`config.mk`:
```
export PLATFORM = sky130hd
export DESIGN_NAME = reg_scratch_responder
export DESIGN_NICKNAME = d
export VERILOG_FILES = /design/src/rtl/reg_scratch_responder.sv
export SDC_FILE = /design/constraint.sdc
export NUM_CORES = 1
export LEC_CHECK = 0
export CORE_AREA = 2 2 145 203
export DETAILED_ROUTE_END_ITERATION = 6
export DIE_AREA = 0 0 147 205
export HOLD_SLACK_MARGIN = 0.03
export PLACE_DENSITY_LB_ADDON = 0.25
export SYNTH_ARGS = -nofsm -noshare
export SYNTH_HDL_FRONTEND = slang
export SYNTH_SLANG_ARGS = --single-unit
export TNS_END_PERCENT = 1
```
`constraint.sdc`:
```
create_clock -name clk_i -period 12.7 [get_ports clk_i]
set_input_delay 2.54 -clock clk_i [delete_from_list [all_inputs] [get_ports clk_i]]
set_output_delay 2.54 -clock clk_i [all_outputs]
set_load 0.03 [all_outputs]
```
`src/rtl/reg_scratch_responder.sv`:
```
`default_nettype none
// ============================================================================
// Module   : reg_scratch_responder
// Purpose  : Register-bus responder for the peripheral CSR window. Holds
//            NUM_REGS scratch registers, a sticky write-lock and a counter
//            of successful writes. Every response is delayed by WAIT_CYCLES.
// Revision : 1.0 - initial release
// ============================================================================
module reg_scratch_responder #(
    parameter int NUM_REGS    = 8,
    parameter int ADDR_WIDTH  = 48,
    parameter int WAIT_CYCLES = 1
) (
    input  logic                    clk_i,
    input  logic                    rst_i,
    input  logic                    req_valid_i,
    input  logic                    req_write_i,
    input  logic [ADDR_WIDTH-1:0]   req_addr_i,
    input  logic [31:0]             req_wdata_i,
    input  logic [3:0]              req_wstrb_i,
    output logic                    rsp_ready_o,
    output logic [31:0]             rsp_rdata_o,
    output logic                    rsp_error_o,
    output logic [32*NUM_REGS-1:0]  scratch_o,
    output logic                    lock_o
);

    localparam int         c_IDX_W    = (NUM_REGS > 1) ? $clog2(NUM_REGS) : 1;
    localparam logic [9:0] c_NREGS    = 10'(NUM_REGS);
    localparam logic [11:0] c_OFF_LOCK = 12'h080;
    localparam logic [11:0] c_OFF_CNT  = 12'h084;
    localparam logic [3:0] c_CNT_LOAD = 4'((WAIT_CYCLES > 0) ? (WAIT_CYCLES - 1) : 0);

    typedef enum logic [0:0] {
        S_IDLE = 1'b0,
        S_WAIT = 1'b1
    } state_t;

    state_t               r_state;
    state_t               w_state_nxt;
    logic [3:0]           r_cnt;
    logic [3:0]           w_cnt_nxt;
    logic                 w_fire;
    logic                 w_resp;
    logic                 w_commit;

    logic [31:0]          r_scratch [NUM_REGS];
    logic                 r_lock;
    logic [31:0]          r_access_cnt;

    logic [11:0]          w_off;
    logic [c_IDX_W-1:0]   w_idx;
    logic                 w_hit_scr;
    logic                 w_hit_lock;
    logic                 w_hit_cnt;
    logic                 w_err;
    logic [31:0]          w_rdval;
    logic                 w_unused_addr;

    // The upstream demux has already selected this block; high bits are don't-care.
    assign w_unused_addr = ^req_addr_i[ADDR_WIDTH-1:12];

    // Address decode on the 4 KiB window offset.
    assign w_off      = req_addr_i[11:0];
    assign w_idx      = w_off[c_IDX_W+1:2];
    assign w_hit_scr  = (w_off[1:0] == 2'b00) && (w_off[11:2] < c_NREGS);
    assign w_hit_lock = (w_off == c_OFF_LOCK);
    assign w_hit_cnt  = (w_off == c_OFF_CNT);
    assign w_err      = !(w_hit_scr || w_hit_lock || w_hit_cnt)
                      || (req_write_i && w_hit_cnt)
                      || (req_write_i && w_hit_scr && r_lock);

    // Read mux over pre-commit register state.
    always_comb begin
        w_rdval = 32'h0;
        if (w_hit_scr) begin
            w_rdval = r_scratch[w_idx];
        end else if (w_hit_lock) begin
            w_rdval = {31'b0, r_lock};
        end else if (w_hit_cnt) begin
            w_rdval = r_access_cnt;
        end
    end

    // Byte-strobe merge of write data into an existing word.
    function automatic logic [31:0] f_merge(input logic [31:0] old_val,
                                            input logic [31:0] new_val,
                                            input logic [3:0]  strb);
        logic [31:0] res;
        res = old_val;
        for (int b = 0; b < 4; b++) begin
            if (strb[b]) begin
                res[8*b +: 8] = new_val[8*b +: 8];
            end
        end
        return res;
    endfunction

    // FSM state and wait counter; reset aborts any pending transaction.
    always_ff @(posedge clk_i or posedge rst_i) begin
        if (rst_i) begin
            r_state <= S_IDLE;
            r_cnt   <= 4'd0;
        end else begin
            r_state <= w_state_nxt;
            r_cnt   <= w_cnt_nxt;
        end
    end

    // Next-state logic; w_fire marks the response/commit cycle.
    always_comb begin
        w_state_nxt = r_state;
        w_cnt_nxt   = r_cnt;
        w_fire      = 1'b0;
        case (r_state)
            S_IDLE: begin
                if (req_valid_i) begin
                    if (WAIT_CYCLES == 0) begin
                        w_fire = 1'b1;
                    end else begin
                        w_state_nxt = S_WAIT;
                        w_cnt_nxt   = c_CNT_LOAD;
                    end
                end
            end
            S_WAIT: begin
                if (!req_valid_i) begin
                    // Requester withdrew: drop silently, nothing committed.
                    w_state_nxt = S_IDLE;
                end else if (r_cnt != 4'd0) begin
                    w_cnt_nxt = r_cnt - 4'd1;
                end else begin
                    w_fire      = 1'b1;
                    w_state_nxt = S_IDLE;
                end
            end
            default: begin
                w_state_nxt = S_IDLE;
            end
        endcase
    end

    // Response outputs are forced quiet while reset is asserted.
    assign w_resp      = w_fire & ~rst_i;
    assign w_commit    = w_resp & req_write_i & ~w_err;
    assign rsp_ready_o = w_resp;
    assign rsp_error_o = w_resp & w_err;
    assign rsp_rdata_o = (w_resp && !w_err && !req_write_i) ? w_rdval : 32'h0;

    // Register file update on the committing edge.
    always_ff @(posedge clk_i or posedge rst_i) begin
        if (rst_i) begin
            for (int i = 0; i < NUM_REGS; i++) begin
                r_scratch[i] <= 32'h0;
            end
            r_lock       <= 1'b0;
            r_access_cnt <= 32'h0;
        end else if (w_commit) begin
            if (w_hit_scr) begin
                r_scratch[w_idx] <= f_merge(r_scratch[w_idx], req_wdata_i, req_wstrb_i);
            end
            if (w_hit_lock && req_wstrb_i[0] && req_wdata_i[0]) begin
                r_lock <= 1'b1;
            end
            r_access_cnt <= r_access_cnt + 32'd1;
        end
    end

    // Flatten scratch contents for the SoC configuration bus.
    for (genvar g = 0; g < NUM_REGS; g++) begin : g_pack
        assign scratch_o[32*g +: 32] = r_scratch[g];
    end

    assign lock_o = r_lock;

    // Requester must hold the request steady until the response.
    a_req_stable: assert property (@(posedge clk_i)
        (!rst_i && req_valid_i && !rsp_ready_o) |=>
        (rst_i || (req_valid_i &&
                   $stable({req_write_i, req_addr_i, req_wdata_i, req_wstrb_i}))));

    if (WAIT_CYCLES > 0) begin : g_sva_wait
        // With wait states there is always an idle cycle between responses.
        a_no_b2b: assert property (@(posedge clk_i) rsp_ready_o |=> !rsp_ready_o);
    end

endmodule
`default_nettype wire

```
==> summary.txt <==
status = completed
setup tns final = 0 ns
Avg WL per Cell = 21.90 um
Num Clock Sinks = 294
Leak = 7.852 nW
die area = 30140 um2
GRT Util Overall = 0.2939
worst-margin pin slew = 1.169 ns
GR Overflow Total = 0
cell area after synthesis = 13710 um2
vias in the first global route = 11860
CTS root buffer = clkbuf_16
adder-cell share of the synthesized area = 0.001825
Die Y = 205 um
FF+latch count, synth = 294
CTS tree = built
Critical Path Start Type = input pin
Hold Worst Slack = 0.4687 ns
vias per cell = 5.742
Max rail drop VDD = 0.0001069 V
initial antenna violation count = 0
hpwl dp = 29540 um
CP Class = input pin to output pin
crit end category = output pin
final setup violation count = 0
# DRC = 0
post-synthesis mux area share = 0.1242
Syn Area/Cell = 10.02 um2
most frequent cells in the layout = clkdlybuf4s50_1, dfrtp_1, nand2_1, o21ai_0, mux2i_1
cell depth of the worst flop-to-flop path = 8
post-synthesis sequential area ratio = 0.5365
routability cong. = 0.8535
cts repair resizes = 0
synth unique cells = 46
Relative slew margins = 0.2192
Setup crit end = rsp_rdata_o[29]
DIE WIDTH = 147 um
Compound-Gate Fraction of Synth Area = 0.1530
CP arrival = 6.72 ns
Clock Latency Late Sink = 0.56 ns
clock transition at the registers of the reported paths = 0.06 ns
CTS Hold Bufs = 0
Synth Net Count = 1458
CTS buffer count = 29
max-slew violation count = 0
Antenna Cells = 0
Cells after Synth = 1368
share of layout cells above drive strength 1 = 0.09048
Core Region = 28310 um2
Max-Cap Viols = 0
reg2reg start = r_cnt[0]$_DFFE_PP0P_
Fin. Hold Viols = 0
Post-Synth Simple-Gate Area = 0.1305
I/O pins = 379
WL final = 45010 um
Crit Reg-Reg Endpoint = scratch_o[27]$_DFFE_PP0P_
pwr dens = 107.7 nW/um2
CP startpoint = req_addr_i[11]
total number of vias = 11800
crit path time final = 9.260 ns
Layout fillers = 2344
xor/xnor share of the synthesized area = 0.01980
maximum net fanout on the critical path = 17
Ys Warns = 0
worst path required time = 10.16 ns
largest family of logic cells by synthesized area = compound AO/OA/AOI/OAI gates
Starting Density = 0.4843
first-pass GRT wire length = 68590 um
commonest non-fill, non-tap cell in the layout = clkdlybuf4s50_1
Worst Hold Class = flop to flop
fin crit share = 0.7291
RSZ-0062 raised after global routing = false
Nets = 1749
max frequency = 108.0 MHz
largest net degree at the start of global routing = 151
Post CTS Setup Buffer Count = 0
reg2reg setup slack = 8.56 ns
# port buffers = 342
area grow syn2layout = 33.39%
drt first pass iters = 6
Starting DRT DRC Count = 614
Layout Skew = 0.01564 ns
H-tree depth = 1
row count = 73
Max Root-Sink Buffers = 3
Routed Antenna Nets = 0
==> power breakdown <==
part / switching (mW) / internal, mW
logic: 0.105 / 0.0519
clock network: 0.362 / 0.502
registers: 0.00597 / 0.942
==> sequential cells by signal, summed over array words and instances (netlist names) <==
name,flops
scratch_o,256
r_access_cnt,32
r_cnt,4
lock_o,1
r_state,1
==> stage by stage <==
step | power [mW] | utilization | setup slack (ns) | cell area (um2) | std cells
after floorplan | 1.071 | - | 2.041 | 13710 | 1368
after global placement | 1.118 | 0.6122 | 3.551 | 17330 | 2003
after detailed placement | 1.121 | 0.6122 | 3.487 | 17330 | 2003
after CTS | 1.982 | 0.6460 | 3.429 | 18290 | 2055
after global routing | 2.031 | 0.6460 | 3.210 | 18290 | 2055
final | 1.969 | 0.6460 | 3.440 | 18290 | 2055
==> synth_stat cells, drive strengths merged <==
cell,instances,share of area
xor2,20,0.013
xnor2,11,0.0070
o21ai,265,0.097
nand2,278,0.077
or3,1,0.00046
and3,2,0.00091
nor3,9,0.0033
a2bb2oi,1,0.00064
nand3b,2,0.0011
mux2i,97,0.071
ha,2,0.0018
inv,15,0.0041
nor2,56,0.015
and4,1,0.00064
or2,1,0.00046
or4,2,0.0014
mux2,65,0.053
nor4,12,0.0099
nand4bb,1,0.00082
o2111a,1,0.00082
a311oi,1,0.00064
buf,36,0.014
nand3,18,0.0099
nor3b,2,0.0011
a21boi,1,0.00055
nor2b,1,0.00046
dfrtp,294,0.54
o22ai,33,0.015
nand4,10,0.0050
clkbuf,59,0.016
or3b,1,0.00064
a221oi,32,0.020
o41ai,1,0.00064
nor4b,1,0.00064
o31ai,1,0.00055
nand2b,4,0.0018
a22oi,31,0.017
==> metal layers <==
layer	wire [um]	track usage	part of all wire	vias to the layer above
met5	0	0	0	-
met1	17340	0.3552	0.39	5775
met4	2226	0.1422	0.049	0
met3	3017	0.05434	0.067	128
li1	-	-	-	5416
met2	22420	0.5077	0.50	481
==> kinds of logic (layout without fill, tap and decap cells) <==
logic type,count (synthesis),after routing
buf+inv,110,422
mux,162,162
fa+ha+maj,2,2
flops,294,294
simple gates,402,402
xor+xnor,31,31
compound gates,367,367
==> how the worst min path moves through the flow <==
stage,start,to,slack [ns],cells past startpoint
2_1_floorplan,r_access_cnt[31]$_DFFE_PP0P_,r_access_cnt[31]$_DFFE_PP0P_,0.44,1
3_5_place_dp,r_access_cnt[31]$_DFFE_PP0P_,r_access_cnt[31]$_DFFE_PP0P_,0.46,1
6_report,r_access_cnt[31]$_DFFE_PP0P_,r_access_cnt[31]$_DFFE_PP0P_,0.47,1
5_1_grt,r_access_cnt[31]$_DFFE_PP0P_,r_access_cnt[31]$_DFFE_PP0P_,0.50,1
4_1_cts,r_access_cnt[31]$_DFFE_PP0P_,r_access_cnt[31]$_DFFE_PP0P_,0.47,1
3_3_place_gp,r_access_cnt[31]$_DFFE_PP0P_,r_access_cnt[31]$_DFFE_PP0P_,0.46,1
==> critical path, stage by stage <==
cell and delay, ns:
clkdlybuf4s50_1 0.45, or4_4 0.59, nor4_4 0.88, nand3b_1 0.87, buf_4 0.49, nor2_1 0.13
clkdlybuf4s50_1 0.76
==> layout make-up <==
class	count	area, um2	share of cell area
well taps	375	469.2	0.02565
repair buffers	355	3522	0.1925
clock buffers	46	899.6	0.04918
clock inverters	6	58.81	0.003215
inverters	15	63.81	0.003488
multi-input cells	964	5922	0.3237
flip-flops and latches	294	7357	0.4022
Note: power is estimated with default switching activity, not from simulation.
